--- src/rtl/uc_multiciclo_if.sv ---
// Signal bundle between the multicycle control unit and its datapath/memory.
// The master drives the instruction, flag and memory-ack inputs; the slave is the control unit.
interface uc_multiciclo_if #(
   parameter int OPW  = 6,
   parameter int ALUW = 3
);
   logic            run;
   logic [OPW-1:0]  Opcode;
   logic            z;
   logic            mem_ack;
   logic            pc_en;
   logic            s_inc;
   logic            s_ret;
   logic            s_inm;
   logic            we3;
   logic            wez;
   logic [ALUW-1:0] Op;
   logic            push;
   logic            pop;
   logic            mem_req;
   logic            mem_we;
   logic            halted;
   logic            ill_op;
   logic            stk_err;

   modport master (
      output run, Opcode, z, mem_ack,
      input  pc_en, s_inc, s_ret, s_inm, we3, wez, Op,
             push, pop, mem_req, mem_we, halted, ill_op, stk_err
   );

   modport slave (
      input  run, Opcode, z, mem_ack,
      output pc_en, s_inc, s_ret, s_inm, we3, wez, Op,
             push, pop, mem_req, mem_we, halted, ill_op, stk_err
   );
endinterface

--- src/rtl/uc_multiciclo.sv ---
// Multicycle control unit: IDLE/FETCH/EXEC/MEM/HALT sequencer with a bounded
// call-depth tracker and sticky illegal-opcode / stack-error flags.
module uc_multiciclo #(
   parameter int OPW    = 6,
   parameter int ALUW   = 3,
   parameter int SDEPTH = 4
) (
   input logic        clk,
   input logic        reset,
   uc_multiciclo_if.slave bus
);
   typedef enum logic [2:0] {IDLE, FETCH, EXEC, MEM, HALT} state_t;

   localparam logic [3:0] SDEPTH_L = 4'(SDEPTH);

   state_t          state_reg, state_next;
   logic [OPW-1:0]  ir_reg;
   logic [3:0]      depth_reg, depth_next;
   logic            ill_reg, stk_reg;
   logic            set_ill, set_stk;

   logic            pc_en, s_inc, s_ret, s_inm, we3, wez;
   logic [ALUW-1:0] op;
   logic            push, pop, mem_req, mem_we;

   logic [1:0]      cls;
   logic [2:0]      sub;
   logic            is_st;
   logic            unused_bits;

   assign cls         = ir_reg[OPW-1:OPW-2];
   assign sub         = ir_reg[2:0];
   assign is_st       = (cls == 2'b00) && (sub == 3'b100);
   assign unused_bits = ^ir_reg[OPW-3:3];

   always_ff @(posedge clk or posedge reset) begin
      if (reset) begin
         state_reg <= IDLE;
         ir_reg    <= '0;
         depth_reg <= '0;
         ill_reg   <= 1'b0;
         stk_reg   <= 1'b0;
      end else begin
         state_reg <= state_next;
         depth_reg <= depth_next;
         if (state_reg == FETCH)
            ir_reg <= bus.Opcode;
         if (set_ill)
            ill_reg <= 1'b1;
         if (set_stk)
            stk_reg <= 1'b1;
      end
   end

   always_comb begin
      state_next = state_reg;
      depth_next = depth_reg;
      set_ill    = 1'b0;
      set_stk    = 1'b0;
      pc_en      = 1'b0;
      s_inc      = 1'b1;
      s_ret      = 1'b0;
      s_inm      = 1'b0;
      we3        = 1'b0;
      wez        = 1'b0;
      op         = '0;
      push       = 1'b0;
      pop        = 1'b0;
      mem_req    = 1'b0;
      mem_we     = 1'b0;

      case (state_reg)
         IDLE: begin
            s_inc = 1'b0;
            if (bus.run)
               state_next = FETCH;
         end
         FETCH: state_next = EXEC;
         EXEC: begin
            state_next = FETCH;
            pc_en      = 1'b1;
            if (ir_reg[OPW-1]) begin
               op  = ir_reg[ALUW-1:0];
               we3 = 1'b1;
               wez = 1'b1;
            end else if (cls == 2'b00) begin
               case (sub)
                  3'b000: ;
                  3'b001: begin s_inm = 1'b1; we3 = 1'b1; end
                  3'b010: begin pc_en = 1'b0; state_next = HALT; end
                  3'b011, 3'b100: begin
                     pc_en      = 1'b0;
                     mem_req    = 1'b1;
                     mem_we     = sub[2];
                     state_next = MEM;
                  end
                  default: set_ill = 1'b1;
               endcase
            end else begin
               case (sub)
                  3'b000: s_inc = 1'b0;
                  3'b001: s_inc = !bus.z;
                  3'b010: s_inc = bus.z;
                  3'b011: begin
                     // a CALL beyond the tracked depth would overflow the return stack
                     if (depth_reg < SDEPTH_L) begin
                        push       = 1'b1;
                        s_inc      = 1'b0;
                        depth_next = depth_reg + 4'd1;
                     end else
                        set_stk = 1'b1;
                  end
                  3'b100: begin
                     if (depth_reg != 4'd0) begin
                        pop        = 1'b1;
                        s_ret      = 1'b1;
                        depth_next = depth_reg - 4'd1;
                     end else
                        set_stk = 1'b1;
                  end
                  default: set_ill = 1'b1;
               endcase
            end
         end
         MEM: begin
            mem_req = 1'b1;
            mem_we  = is_st;
            if (bus.mem_ack) begin
               pc_en      = 1'b1;
               we3        = !is_st;
               state_next = FETCH;
            end
         end
         HALT: s_inc = 1'b0;
         default: begin
            s_inc      = 1'b0;
            state_next = IDLE;
         end
      endcase
   end

   assign bus.pc_en   = pc_en;
   assign bus.s_inc   = s_inc;
   assign bus.s_ret   = s_ret;
   assign bus.s_inm   = s_inm;
   assign bus.we3     = we3;
   assign bus.wez     = wez;
   assign bus.Op      = op;
   assign bus.push    = push;
   assign bus.pop     = pop;
   assign bus.mem_req = mem_req;
   assign bus.mem_we  = mem_we;
   assign bus.halted  = (state_reg == HALT);
   assign bus.ill_op  = ill_reg;
   assign bus.stk_err = stk_reg;
endmodule

--- src/flat_wrapper.sv ---
// flat-port wrapper written by rule: the top's interface ports become plain ports
module uc_multiciclo_flat 
#(
   parameter int OPW    = 6,
   parameter int ALUW   = 3,
   parameter int SDEPTH = 4
)
  (clk, reset, bus_run, bus_Opcode, bus_z, bus_mem_ack, bus_pc_en, bus_s_inc, bus_s_ret, bus_s_inm, bus_we3, bus_wez, bus_Op, bus_push, bus_pop, bus_mem_req, bus_mem_we, bus_halted, bus_ill_op, bus_stk_err);
  uc_multiciclo_if #(.OPW(OPW), .ALUW(ALUW)) bus_i ();
  input logic clk;
  input logic reset;
  input wire logic [$bits(bus_i.run)-1:0] bus_run;
  input wire logic [$bits(bus_i.Opcode)-1:0] bus_Opcode;
  input wire logic [$bits(bus_i.z)-1:0] bus_z;
  input wire logic [$bits(bus_i.mem_ack)-1:0] bus_mem_ack;
  output wire logic [$bits(bus_i.pc_en)-1:0] bus_pc_en;
  output wire logic [$bits(bus_i.s_inc)-1:0] bus_s_inc;
  output wire logic [$bits(bus_i.s_ret)-1:0] bus_s_ret;
  output wire logic [$bits(bus_i.s_inm)-1:0] bus_s_inm;
  output wire logic [$bits(bus_i.we3)-1:0] bus_we3;
  output wire logic [$bits(bus_i.wez)-1:0] bus_wez;
  output wire logic [$bits(bus_i.Op)-1:0] bus_Op;
  output wire logic [$bits(bus_i.push)-1:0] bus_push;
  output wire logic [$bits(bus_i.pop)-1:0] bus_pop;
  output wire logic [$bits(bus_i.mem_req)-1:0] bus_mem_req;
  output wire logic [$bits(bus_i.mem_we)-1:0] bus_mem_we;
  output wire logic [$bits(bus_i.halted)-1:0] bus_halted;
  output wire logic [$bits(bus_i.ill_op)-1:0] bus_ill_op;
  output wire logic [$bits(bus_i.stk_err)-1:0] bus_stk_err;
  assign bus_i.run = bus_run;
  assign bus_i.Opcode = bus_Opcode;
  assign bus_i.z = bus_z;
  assign bus_i.mem_ack = bus_mem_ack;
  assign bus_pc_en = bus_i.pc_en;
  assign bus_s_inc = bus_i.s_inc;
  assign bus_s_ret = bus_i.s_ret;
  assign bus_s_inm = bus_i.s_inm;
  assign bus_we3 = bus_i.we3;
  assign bus_wez = bus_i.wez;
  assign bus_Op = bus_i.Op;
  assign bus_push = bus_i.push;
  assign bus_pop = bus_i.pop;
  assign bus_mem_req = bus_i.mem_req;
  assign bus_mem_we = bus_i.mem_we;
  assign bus_halted = bus_i.halted;
  assign bus_ill_op = bus_i.ill_op;
  assign bus_stk_err = bus_i.stk_err;
  uc_multiciclo #(.OPW(OPW), .ALUW(ALUW), .SDEPTH(SDEPTH)) u_core (.clk(clk), .reset(reset), .bus(bus_i));
endmodule
--- config.mk ---
export PLATFORM = sky130hd
export DESIGN_NAME = uc_multiciclo_flat
export DESIGN_NICKNAME = d
export VERILOG_FILES = /design/src/rtl/uc_multiciclo_if.sv /design/src/rtl/uc_multiciclo.sv /design/src/flat_wrapper.sv
export SDC_FILE = /design/constraint.sdc
export NUM_CORES = 1
export LEC_CHECK = 0
export BUFFER_PORTS_ARGS = -buffer_cell sky130_fd_sc_hd__buf_2
export CAP_MARGIN = 20
export CORE_UTILIZATION = 45
export CTS_BUF_LIST = sky130_fd_sc_hd__clkbuf_16
export DETAILED_ROUTE_END_ITERATION = 7
export PLACE_DENSITY = 0.74
export SLEW_MARGIN = 30
export SYNTH_ARGS = -nofsm -noshare
export SYNTH_HDL_FRONTEND = slang
export SYNTH_SLANG_ARGS = --single-unit
--- constraint.sdc ---
create_clock -name clk -period 2.1 [get_ports clk]
set_clock_uncertainty 0.2 [all_clocks]
set_input_delay 0.63 -clock clk [delete_from_list [all_inputs] [get_ports clk]]
set_output_delay 0.63 -clock clk [all_outputs]
set_load 0.02 [all_outputs]
# ---- After elaboration in Yosys (flattened, before gate mapping)
# Index checks and enable logic that the tools add are counted.
dict set report totals {
  ff_bits 15
  inputBits 11
  output_inout_bits 16
}
dict set report classes {
  addsub 2
  n_lt_le_gt_ge 1
  n_eq_ne 12
  mux 56
  bitwise_logic 3
  n_reduce_logical 14
}
# operator count
set op_table {}
lappend op_table {{$mux W1} 38}
lappend op_table {{$mux W3} 6}
lappend op_table {{$pmux W3 S5} 1}
lappend op_table {{$eq A3 B2 Y1 const B} 4}
lappend op_table {{$pmux W1 S2} 6}
lappend op_table {{$mux W4} 2}
lappend op_table {{$pmux W4 S2} 1}
lappend op_table {{$eq A3 B1 Y1 const B} 2}
lappend op_table {{$eq A3 B3 Y1 const B} 2}
lappend op_table {{$logic_not A3 Y1} 2}
lappend op_table {{$ne A2 B2 Y1 const B} 3}
lappend op_table {{$pmux W3 S2} 1}
lappend op_table {{$reduce_and A6 Y1} 1}
lappend op_table {{$reduce_or A5 Y1} 1}
lappend op_table {{$add A4 B1 Y4 const B} 1}
lappend op_table {{$lt A4 B3 Y1 const B} 1}
lappend op_table {{$pmux W1 S4} 1}
lappend op_table {{$reduce_bool A4 Y1} 1}
lappend op_table {{$reduce_or A2 Y1} 2}
lappend op_table {{$sub A4 B1 Y4 const B} 1}
lappend op_table {{$not A1 Y1} 3}
lappend op_table {{$reduce_and A3 Y1} 1}
lappend op_table {{$reduce_or A3 Y1} 1}
lappend op_table {{$logic_not A1 Y1} 2}
lappend op_table {{other kinds (4)} 4}

# ---- Logic depth before layout (Yosys ltp)
# Gate-level depths: netlist of run 1.
dict set report depth {
  ltp_word 6
  depth_mapped 8
  depth_no_buf 7
}

# ---- Worst setup path after synthesis of run 1
# OpenSTA, ideal clock, no wires.
dict set report synth_timing {
  path_type {register -> output}
  from {register u_core.state_reg[1]}
  to {output bus_s_ret}
  arrival_ns 1.823
  required_time_ns 1.270
  setup_slack_ns -0.553
  path_stages_with_launch 7
  path_buffers 2
  cell_sequence {dfrtp_1 > clkbuf_1 > nand2b_2 > nor3_1 > nand2_1 > nor3_1 > buf_4}
}
dict set report synth_via {
  elab_chain_cells 2
}
# item line_no
set synth_lines {}
lappend synth_lines {{start, declared} uc_multiciclo.sv:16} ;# state_t state_reg, state_next;
lappend synth_lines {{start signal, assigned} uc_multiciclo.sv:44} ;# state_reg <= state_next;
lappend synth_lines {{$eq A3 B2 Y1} -}
lappend synth_lines {{$mux W1} -}
lappend synth_lines {{end, declared} flat_wrapper.sv:18} ;# output wire logic [$bits(bus_i.s_ret)-1:0] bus_s_ret;
# No other way between the ends.

# ---- Worst setup path in the final report of run 1
dict set report layout_timing {
  from {register u_core.ir_reg[1]}
  to {output bus_s_inc}
}
dict set report layout_via {
  elab_chain_cells 5
  word_cells_on_any_way 8
}
# item line_no
set layout_lines {}
lappend layout_lines {{start, declared} uc_multiciclo.sv:17} ;# logic [OPW-1:0] ir_reg;
lappend layout_lines {{start signal, assigned} uc_multiciclo.sv:47} ;# ir_reg <= bus.Opcode;
lappend layout_lines {{$eq A3 B2 Y1, or another cell as far along} uc_multiciclo.sv:100} ;# case (sub)
lappend layout_lines {{$pmux W1 S4 *} uc_multiciclo.sv:100}
lappend layout_lines {{$mux W1 *} uc_multiciclo.sv:86} ;# end else if (cls == 2'b00) begin
lappend layout_lines {{$mux W1 *} uc_multiciclo.sv:82} ;# if (ir_reg[OPW-1]) begin
lappend layout_lines {{$pmux W1 S2 *} uc_multiciclo.sv:72} ;# case (state_reg)
lappend layout_lines {{end, declared} flat_wrapper.sv:17} ;# output wire logic [$bits(bus_i.s_inc)-1:0] bus_s_inc;
# Mark *: on every way between the ends. The rest lies on a longest branch, timed or not.

==> results of run 1 <==
==> logic make-up after synthesis <==
family                   synth area share, %
multiplexers                            8.75
AO/OA/AOI/OAI                           15.2
AND/OR/NAND/NOR                         25.0
buffers and inverters                   5.65
flip-flops                              37.7
XOR/XNOR                                2.83
adder cells (fa/ha/maj)                 4.84
==> final cells by class <==
| class | count | share of cell area [%] |
|---|---|---|
| clock buffers | 3 | 4.37 |
| multi-input cells | 74 | 41.6 |
| inverters | 5 | 1.24 |
| well taps | 27 | 1.97 |
| repair buffers | 64 | 30.3 |
| flip-flops and latches | 14 | 20.5 |
==> cells in the mapped netlist (all sizes together), types with 2 or more instances <==
| cell | n |
|---|---|
| mux2 | 6 |
| dfrtp | 14 |
| nor3 | 4 |
| and2 | 4 |
| a2111oi | 2 |
| buf | 3 |
| nand2b | 3 |
| nand3 | 4 |
| nand2 | 6 |
| a21oi | 4 |
| nor2 | 11 |
| xnor2 | 3 |
| inv | 5 |
| o21bai | 2 |
| o21ai | 4 |
| ha | 2 |
| nor3b | 2 |
| nor4 | 3 |
| a21o | 2 |
==> report_power, final <==
group	switching (mW)	total, mW	internal [mW]
Combinational	1.01	2.01	1.01
Clock	0.106	0.355	0.249
Sequential	0.107	0.495	0.388
==> metrics by stage <==
step	setup slack [ns]	total power, mW	TNS (ns)	cells
floorplan	-0.120	1.32	-0.430	97
detailed placement	-0.144	1.79	-0.736	167
CTS	-0.306	2.41	-2.61	176
finish	-0.404	2.86	-3.71	187
global route	-0.424	3.00	-4.43	187
global placement	-0.150	1.75	-0.595	167
==> worst register-to-register path: cells and delay by family (launching register included) <==
family                     cells  cell delay, ns
buffers and inverters          2            0.22
AOI/OAI and AO/OA              3            0.60
and+or+nand+nor                1            0.46
xor gates and xnor gates       1            0.13
adders and majority gates      1            0.19
DFF                            1            0.40
==> what timing repair did <==
item,4_1_cts,5_1_grt
gates resized for setup,36,27
endpoints found under the setup margin,15,16
pin swaps,10,12
hold buffers,0,0
setup buffers,7,12
==> routing by layer <==
layer	track usage (%)	vias up	share of wire, %
met1	35.2	531	40
met4	17.7	0	5.9
met2	48.8	59	49
met3	4.53	14	5.1
li1	-	475	-
met5	0	-	0
==> worst max path at each step <==
stage                            startpoint                               to  slack [ns]  depth (start not counted)
2_1_floorplan  u_core.ir_reg[1]$_DFFE_PP0P_  u_core.depth_reg[3]$_DFFE_PP0P_       -0.12                          8
3_3_place_gp                          bus_z                        bus_s_inc       -0.15                          6
3_5_place_dp   u_core.ir_reg[1]$_DFFE_PP0P_  u_core.depth_reg[3]$_DFFE_PP0P_       -0.14                          7
4_1_cts        u_core.ir_reg[0]$_DFFE_PP0P_                          bus_pop       -0.31                          4
5_1_grt        u_core.ir_reg[2]$_DFFE_PP0P_                      bus_mem_req       -0.42                          7
6_report       u_core.ir_reg[1]$_DFFE_PP0P_                        bus_s_inc       -0.40                          7
==> results_dict.tcl, run 1 <==
set metrics [dict create \
    outcome "complete, but fails checks" \
    violations "setup timing" \
    filler_cell_count 94 \
    whs_ns 0.245 \
    vdd_ir_drop_max_mv 1.40 \
    cts_tree "done" \
    portBuffers 25 \
    timing.rr.start "u_core.ir_reg[1]$_DFFE_PP0P_" \
    vias_per_cell 5.77 \
    die-width_um 47.5 \
    routabilityCongestion 0.806 \
    critPathSlowestCell "dfrtp_1" \
    post_drt_wl_per_cell_um 19.0 \
    regArea_um2 352 \
    cellPowerDensity_mw_per_mm2 1670 \
    timing.critical_path.from_type "register" \
    critPathRequiredTime_ns 1.27 \
    avgSynthCellArea_um2 9.58 \
    largest_reg_flops 5 \
    yosys_warnings 0 \
    cp_num_buf_inv 3 \
    placed_cell_area_mm2 0.00128 \
    fin_ws_ns -0.404 \
    grt_max_degree 15 \
    yosysSeqAreaShare_pct 37.7 \
    cts.clk_slew.worst_paths_ns 0.04 \
    min_path_type "in -> async" \
    ys_ff_latch 14 \
    synth_ff_type "dfrtp_1" \
    dp_hpwl_mm 1.74 \
    grt_pass1_vias 952 \
    clk_latency_ns 0.24 \
    end_kind "output port" \
    die-area_mm2 0.00225 \
    leakage_nw 0.791 \
    root_buffer "clkbuf_16" \
    final_common_cell "buf_4" \
    synth_top_area_share_pct 37.7 \
    grt_antenna_before_repair 0 \
    r2r-end "u_core.depth_reg[3]$_DFFE_PP0P_" \
    slowest_delay_ns 0.40 \
    grt_overflow 0 \
    die_h_um 47.5 \
    reg2reg_slack_ns -0.22 \
    start_util_pct 47.9 \
    wl_mm 3.56 \
    firstDrtPassIters 4 \
    fin_util_pct 88.5 \
    final_antenna_net_count 0 \
    synth_area_leader_cell "dfrtp_1" \
    synth_edf_count 0 \
    n_antenna_cell 0 \
    crit_path_max_fanout 4 \
    path_delay_family "compound AO/OA/AOI/OAI gates" \
    rr_worst_depth 8 \
    path_cells "buf_6 > buf_4 > nand2_1 > o22ai_1 > o41ai_2 > a21oi_1 > buf_4" \
    yosysUniqueCellTypes 42 \
    ioPinCount 27 \
    netlist_area_um2 930 \
    multi_input_area_um2 716 \
    setup_viol 16 \
    cts_max_path_buffers 2 \
    area_growth_pct 84.9 \
    htree_levels 1 \
    period_minus_slack_ns 2.50 \
    core_area_mm2 0.00194 \
    numCtsBuffers 3 \
    layout-drive-gt1-share_pct 68.8 \
    syn_nets 111 \
    slew_violations 0 \
    drcViolationCount 0 \
    grt_use_total_pct 29.2 \
    post-route-period-util_pct 119 \
    synth-async-reset-ratio_pct 100 \
    tightestPinTransition_ns 0.571 \
    cp_data_arrival_time_ns 1.67 \
    relSlewSlack_pct 61.9 \
    std_cell_rows 16 \
    maxCapViolCount 0 \
    fmax_mhz 399 \
    final_cell_mix "33 x buf_4, 19 x buf_6, 13 x dfrtp_1" \
    synthTopCellsByArea "dfrtp_1 38%, mux2_2 6.1%, nor2_1 4.4%" \
    grt_pass1_wl_mm 4.42 \
    rsz0062_at_grt "yes" \
    timing.critical_path.mode_cell "buf_4" \
    drt_iter0_markers 33 \
    fin_area_mm2 0.00172 \
    hold_viol_final 0 \
    nets 176 \
    synth_cells 97 \
    via_count 1079 \
    critPathKind "reg -> out" \
    cts_sinks 14 \
]
Power figures use the tool's default switching activity.
==> run 2: changes to the inputs <==
SKIP_LAST_GASP = 1   (was default)
==> run 2 against run 1 <==
- the flow still finishes with violations (setup timing)
- core utilization down 6.0 points
- clock power about the same
- critical endpoint is now bus_pop
- fmax up 4.0%
- sequential power down 2%
- combinational power down 12%
- cell count down 4.8%
- sequential share of layout area up 1.5 points
- critical path type unchanged
- worst hold slack worse by 0.012 ns
- non-clock buffer count down 9
- design area down 6.8%
- die area unchanged
==> results_dict.tcl, run 2 (same netlist as run 1, synthesis figures left out) <==
set metrics [dict create \
    min_path_type "in -> async" \
    slowest_delay_ns 0.44 \
    vdd_ir_drop_max_mv 1.27 \
    final_common_cell "buf_4" \
    firstDrtPassIters 4 \
    cts_max_path_buffers 2 \
    vias_per_cell 5.60 \
    cp_data_arrival_time_ns 1.58 \
    via_count 996 \
    grt_max_degree 15 \
    grt_pass1_vias 952 \
    post-route-period-util_pct 115 \
    path_cells "or3b_4 > buf_6 > nor3_4 > buf_6" \
    fin_ws_ns -0.308 \
    regArea_um2 352 \
    die_h_um 47.5 \
    grt_pass1_wl_mm 4.42 \
    start_util_pct 47.9 \
    post_drt_wl_per_cell_um 16.8 \
    critPathKind "reg -> out" \
    critPathRequiredTime_ns 1.27 \
    timing.critical_path.from_type "register" \
    n_antenna_cell 0 \
    cts_tree "done" \
    tns_ns -2.88 \
    period_minus_slack_ns 2.41 \
    core_area_mm2 0.00194 \
    outcome "complete, but fails checks" \
    grt_antenna_before_repair 0 \
    critPathSlowestCell "or3b_4" \
    fin_util_pct 82.5 \
    std_cell_rows 16 \
    whs_ns 0.233 \
    maxCapViolCount 0 \
    routabilityCongestion 0.806 \
    clk_latency_ns 0.24 \
    nets 167 \
    grt_use_total_pct 29.2 \
    cts.clk_slew.worst_paths_ns 0.05 \
    cp_num_buf_inv 2 \
    end_kind "output port" \
    path_delay_family "simple AND/OR/NAND/NOR gates" \
    portBuffers 25 \
    dp_hpwl_mm 1.74 \
    drt_iter0_markers 16 \
    timing.critical_path.mode_cell "buf_6" \
    root_buffer "clkbuf_16" \
    numCtsBuffers 3 \
    leakage_nw 0.735 \
    pre_cts_ws_ns -0.144 \
    final_cell_mix "27 x buf_4, 14 x buf_2, 14 x buf_6" \
    cellPowerDensity_mw_per_mm2 1630 \
    die-width_um 47.5 \
    grt_overflow 0 \
    setup_viol 14 \
    filler_cell_count 122 \
    fmax_mhz 415 \
    area_growth_pct 72.4 \
    crit_path_max_fanout 5 \
    slew_violations 0 \
    violations "setup timing" \
    die-area_mm2 0.00225 \
    relSlewSlack_pct 63.0 \
    rsz0062_at_grt "yes" \
    ioPinCount 27 \
    htree_levels 1 \
    wl_mm 2.99 \
    largest_reg_flops 5 \
    drcViolationCount 0 \
    cts_sinks 14 \
    multi_input_area_um2 691 \
    hold_viol_final 0 \
    final_antenna_net_count 0 \
    tightestPinTransition_ns 0.555 \
    layout-drive-gt1-share_pct 64.9 \
]
-- run 2: cell types whose count changed in the layout (fill, tap and decap cells not counted) --
cell,before,now
buf_2,12,14
buf_4,33,27
buf_6,19,14
nand3_1,3,4
nand3_2,1,0
nor2_1,6,7
nor2_4,1,0
nor4_2,2,3
nor4_4,1,0
o21ai_0,0,1
o21ai_2,2,1
-- run 2: path summary, 6_finish.rpt --
| check | from | to | slack [ns] | cells past startpoint |
|---|---|---|---|---|
| worst max-delay path | u_core.ir_reg[1]$_DFFE_PP0P_ | bus_pop | -0.31 | 4 |
| worst min-delay path | reset | u_core.ir_reg[2]$_DFFE_PP0P_ | 0.23 | 2 |
| worst max register to register | u_core.ir_reg[1]$_DFFE_PP0P_ | u_core.depth_reg[3]$_DFFE_PP0P_ | -0.17 | 8 |
| worst min register to register | u_core.bus.ill_op$_DFFE_PP0P_ | u_core.bus.ill_op$_DFFE_PP0P_ | 0.26 | 1 |
| max in group asynchronous | reset | u_core.state_reg[0]$_DFFE_PP0P_ | 1.07 | 2 |
| min in group clk | u_core.bus.ill_op$_DFFE_PP0P_ | u_core.bus.ill_op$_DFFE_PP0P_ | 0.26 | 1 |
-- run 2: report_power, final --
group | total [mW] | leakage (nW) | internal (mW) | switching [mW]
sequential | 0.486 | 0.171 | 0.388 | 0.0973
combinational | 1.77 | 0.527 | 0.859 | 0.909
clock | 0.357 | 0.0370 | 0.249 | 0.108
-- run 2: repair_timing --
item | in CTS | in global routing
hold buffers | 0 | 0
setup buffers | 7 | 2
resized for setup | 35 | 15
pin swaps | 10 | 8
setup endpoints to repair | 15 | 16
-- run 2: routing by layer --
layer  track usage (%)  part of all wire (%)  vias to the layer above
met5                 0                     0                        -
met4              17.7                   4.1                        0
met3              4.53                   4.3                       12
met2              48.8                    52                       45
met1              35.2                    39                      483
li1                  -                     -                      456
-- run 2: final cells by class --
cell class / count / area share (%)
Inverter: 5 / 1.33
Timing Repair Buffer: 55 / 26.9
Tap cell: 27 / 2.11
Sequential cell: 14 / 21.9
Clock buffer: 3 / 4.68
Multi-Input combinational cell: 74 / 43.1
-- run 2: stage by stage --
stage          cell area [um2]  instances  power (mW)
2_1_floorplan              991         97        1.32
3_3_place_gp              1280        167        1.75
3_5_place_dp              1280        167        1.79
4_1_cts                   1510        176        2.40
5_1_grt                   1600        178        2.76
6_report                  1600        178        2.61
==> run 3: changes to the inputs <==
CTS_CLUSTER_SIZE = 24   (was default)
SKIP_CTS_REPAIR_TIMING = 1   (was default)
==> run 3 against run 2 <==
- the flow still finishes with violations (setup timing)
- global-route usage fell by 5.1 points
- register-to-register slack got worse by 0.03 ns
- clock-buffer cell count did not move
- clock power fell by 1%
- wire length fell by 0.47%
- total power rose by 2.4%
- critical path depth did not move
- core utilization rose by 3.0 points
- design area rose by 3.6%
- largest power group unchanged
==> results_dict.tcl, run 3 (same netlist as run 1, synthesis figures left out) <==
set metrics [dict create \
    start_util_pct 47.9 \
    crit_path_max_fanout 5 \
    fin_area_mm2 0.00166 \
    timing.rr.start "u_core.ir_reg[0]$_DFFE_PP0P_" \
    leakage_nw 0.764 \
    grt_antenna_before_repair 0 \
    vias_per_cell 5.40 \
    cp-endpoint "bus_pop" \
    grt_max_degree 15 \
    timing.critical_path.mode_cell "buf_6" \
    post-route-period-util_pct 115 \
    die-width_um 47.5 \
    maxCapViolCount 0 \
    min_path_type "in -> async" \
    numCtsBuffers 3 \
    period_minus_slack_ns 2.42 \
    drcViolationCount 0 \
    fin_cells 183 \
    path_cells "or3b_4 > buf_6 > nor3_4 > buf_6" \
    cts_sinks 14 \
    slew_violations 0 \
    portBuffers 25 \
    area_growth_pct 78.6 \
    timing.critical_path.from_type "register" \
    crit_start "u_core.ir_reg[0]$_DFFE_PP0P_" \
    critPathKind "reg -> out" \
    setup_viol 15 \
    die_h_um 47.5 \
    routabilityCongestion 0.806 \
    vdd_ir_drop_max_mv 1.04 \
    final_common_cell "buf_4" \
    fin_ws_ns -0.324 \
    fmax_mhz 413 \
    drt_iter0_markers 19 \
    grt_pass1_vias 855 \
    std_cell_rows 16 \
    critPathRequiredTime_ns 1.27 \
    grt_overflow 0 \
    nets 172 \
    critPathSlowestCell "or3b_4" \
    violations "setup timing" \
    cts_tree "done" \
    via_count 988 \
    rr_worst_depth 8 \
    tightestPinTransition_ns 0.559 \
    rsz0062_at_grt "yes" \
    dp_hpwl_mm 1.74 \
    die-area_mm2 0.00225 \
    final_antenna_net_count 0 \
    ioPinCount 27 \
    final_cell_mix "30 x buf_4, 17 x buf_6, 13 x buf_2, 13 x dfrtp_1, 8 x nor2_1" \
    cts.clk_slew.worst_paths_ns 0.04 \
    slowest_delay_ns 0.45 \
    cellPowerDensity_mw_per_mm2 1610 \
    htree_levels 1 \
    post_drt_wl_per_cell_um 16.3 \
    core_area_mm2 0.00194 \
    placed_cells 167 \
    wl_mm 2.98 \
    fin_util_pct 85.5 \
    grt_pass1_wl_mm 3.68 \
    relSlewSlack_pct 62.7 \
    cp_data_arrival_time_ns 1.59 \
    cts_max_path_buffers 2 \
    root_buffer "clkbuf_16" \
    filler_cell_count 106 \
    placed_cell_area_mm2 0.00128 \
    firstDrtPassIters 5 \
    outcome "complete, but fails checks" \
    layout-drive-gt1-share_pct 65.4 \
    n_antenna_cell 0 \
    grt_use_total_pct 24.1 \
    r2r-end "u_core.depth_reg[3]$_DFFE_PP0P_" \
    reg2reg_slack_ns -0.20 \
    hold_viol_final 0 \
    clk_latency_ns 0.24 \
    largest_reg_flops 5 \
    end_kind "output port" \
]
run 3: changes by cell type in the layout (fill, tap and decap cells not counted):
cell     delta
buf_4       +3
buf_6       +3
buf_2       -1
nor2_1      +1
nor2_2      -1
nor4_2      -1
nor4_4      +1
o21ai_0     +1
o21ai_1     -1
run 3: report_power, final:
| group | switching (mW) | total (mW) | internal [mW] |
|---|---|---|---|
| Clock | 0.104 | 0.353 | 0.249 |
| Sequential | 0.0958 | 0.484 | 0.388 |
| Combinational | 0.913 | 1.83 | 0.922 |
run 3: metal layers:
layer | part of all wire (%) | GRT usage, %
met1 | 39 | 29.5
met2 | 54 | 42.2
met3 | 4.1 | 3.40
met4 | 3.4 | 10.3
met5 | 0 | 0
run 3: through the flow:
step           total power [mW]  setup WS [ns]  TNS [ns]  hold WS (ns)
2_1_floorplan              1.32         -0.120    -0.430         0.265
6_report                   2.67         -0.324     -3.23         0.243
5_1_grt                    2.83         -0.400     -4.34         0.293
4_1_cts                    2.16         -0.380     -3.36         0.246
3_5_place_dp               1.79         -0.144    -0.736         0.251
3_3_place_gp               1.75         -0.150    -0.595         0.250
run 3: layout make-up:
type                            instances  area (um2)  share of cell area, %
Timing Repair Buffer                   60         482                   29.0
Inverter                                5        21.3                   1.28
Clock buffer                            3        75.1                   4.52
Multi-Input combinational cell         74         697                   42.0
Sequential cell                        14         352                   21.2
Tap cell                               27        33.8                   2.03
run 3: worst min-delay path by stage:
stage / start / end / slack, ns / cells past startpoint
finish: reset / u_core.ir_reg[1]$_DFFE_PP0P_ / 0.24 / 2
global route: reset / u_core.depth_reg[0]$_DFFE_PP0P_ / 0.29 / 2
CTS: reset / u_core.ir_reg[2]$_DFFE_PP0P_ / 0.25 / 2
detailed placement: u_core.bus.ill_op$_DFFE_PP0P_ / u_core.bus.ill_op$_DFFE_PP0P_ / 0.25 / 1
global placement: u_core.bus.ill_op$_DFFE_PP0P_ / u_core.bus.ill_op$_DFFE_PP0P_ / 0.25 / 1
floorplan: u_core.state_reg[2]$_DFFE_PP0P_ / u_core.state_reg[1]$_DFFE_PP0P_ / 0.27 / 1
run 3: critical path: cells and delay by family (launching register included):
kind,cells,cell delay (ns)
simple gates,2,0.67
flops,1,0.37
buf+inv,2,0.31
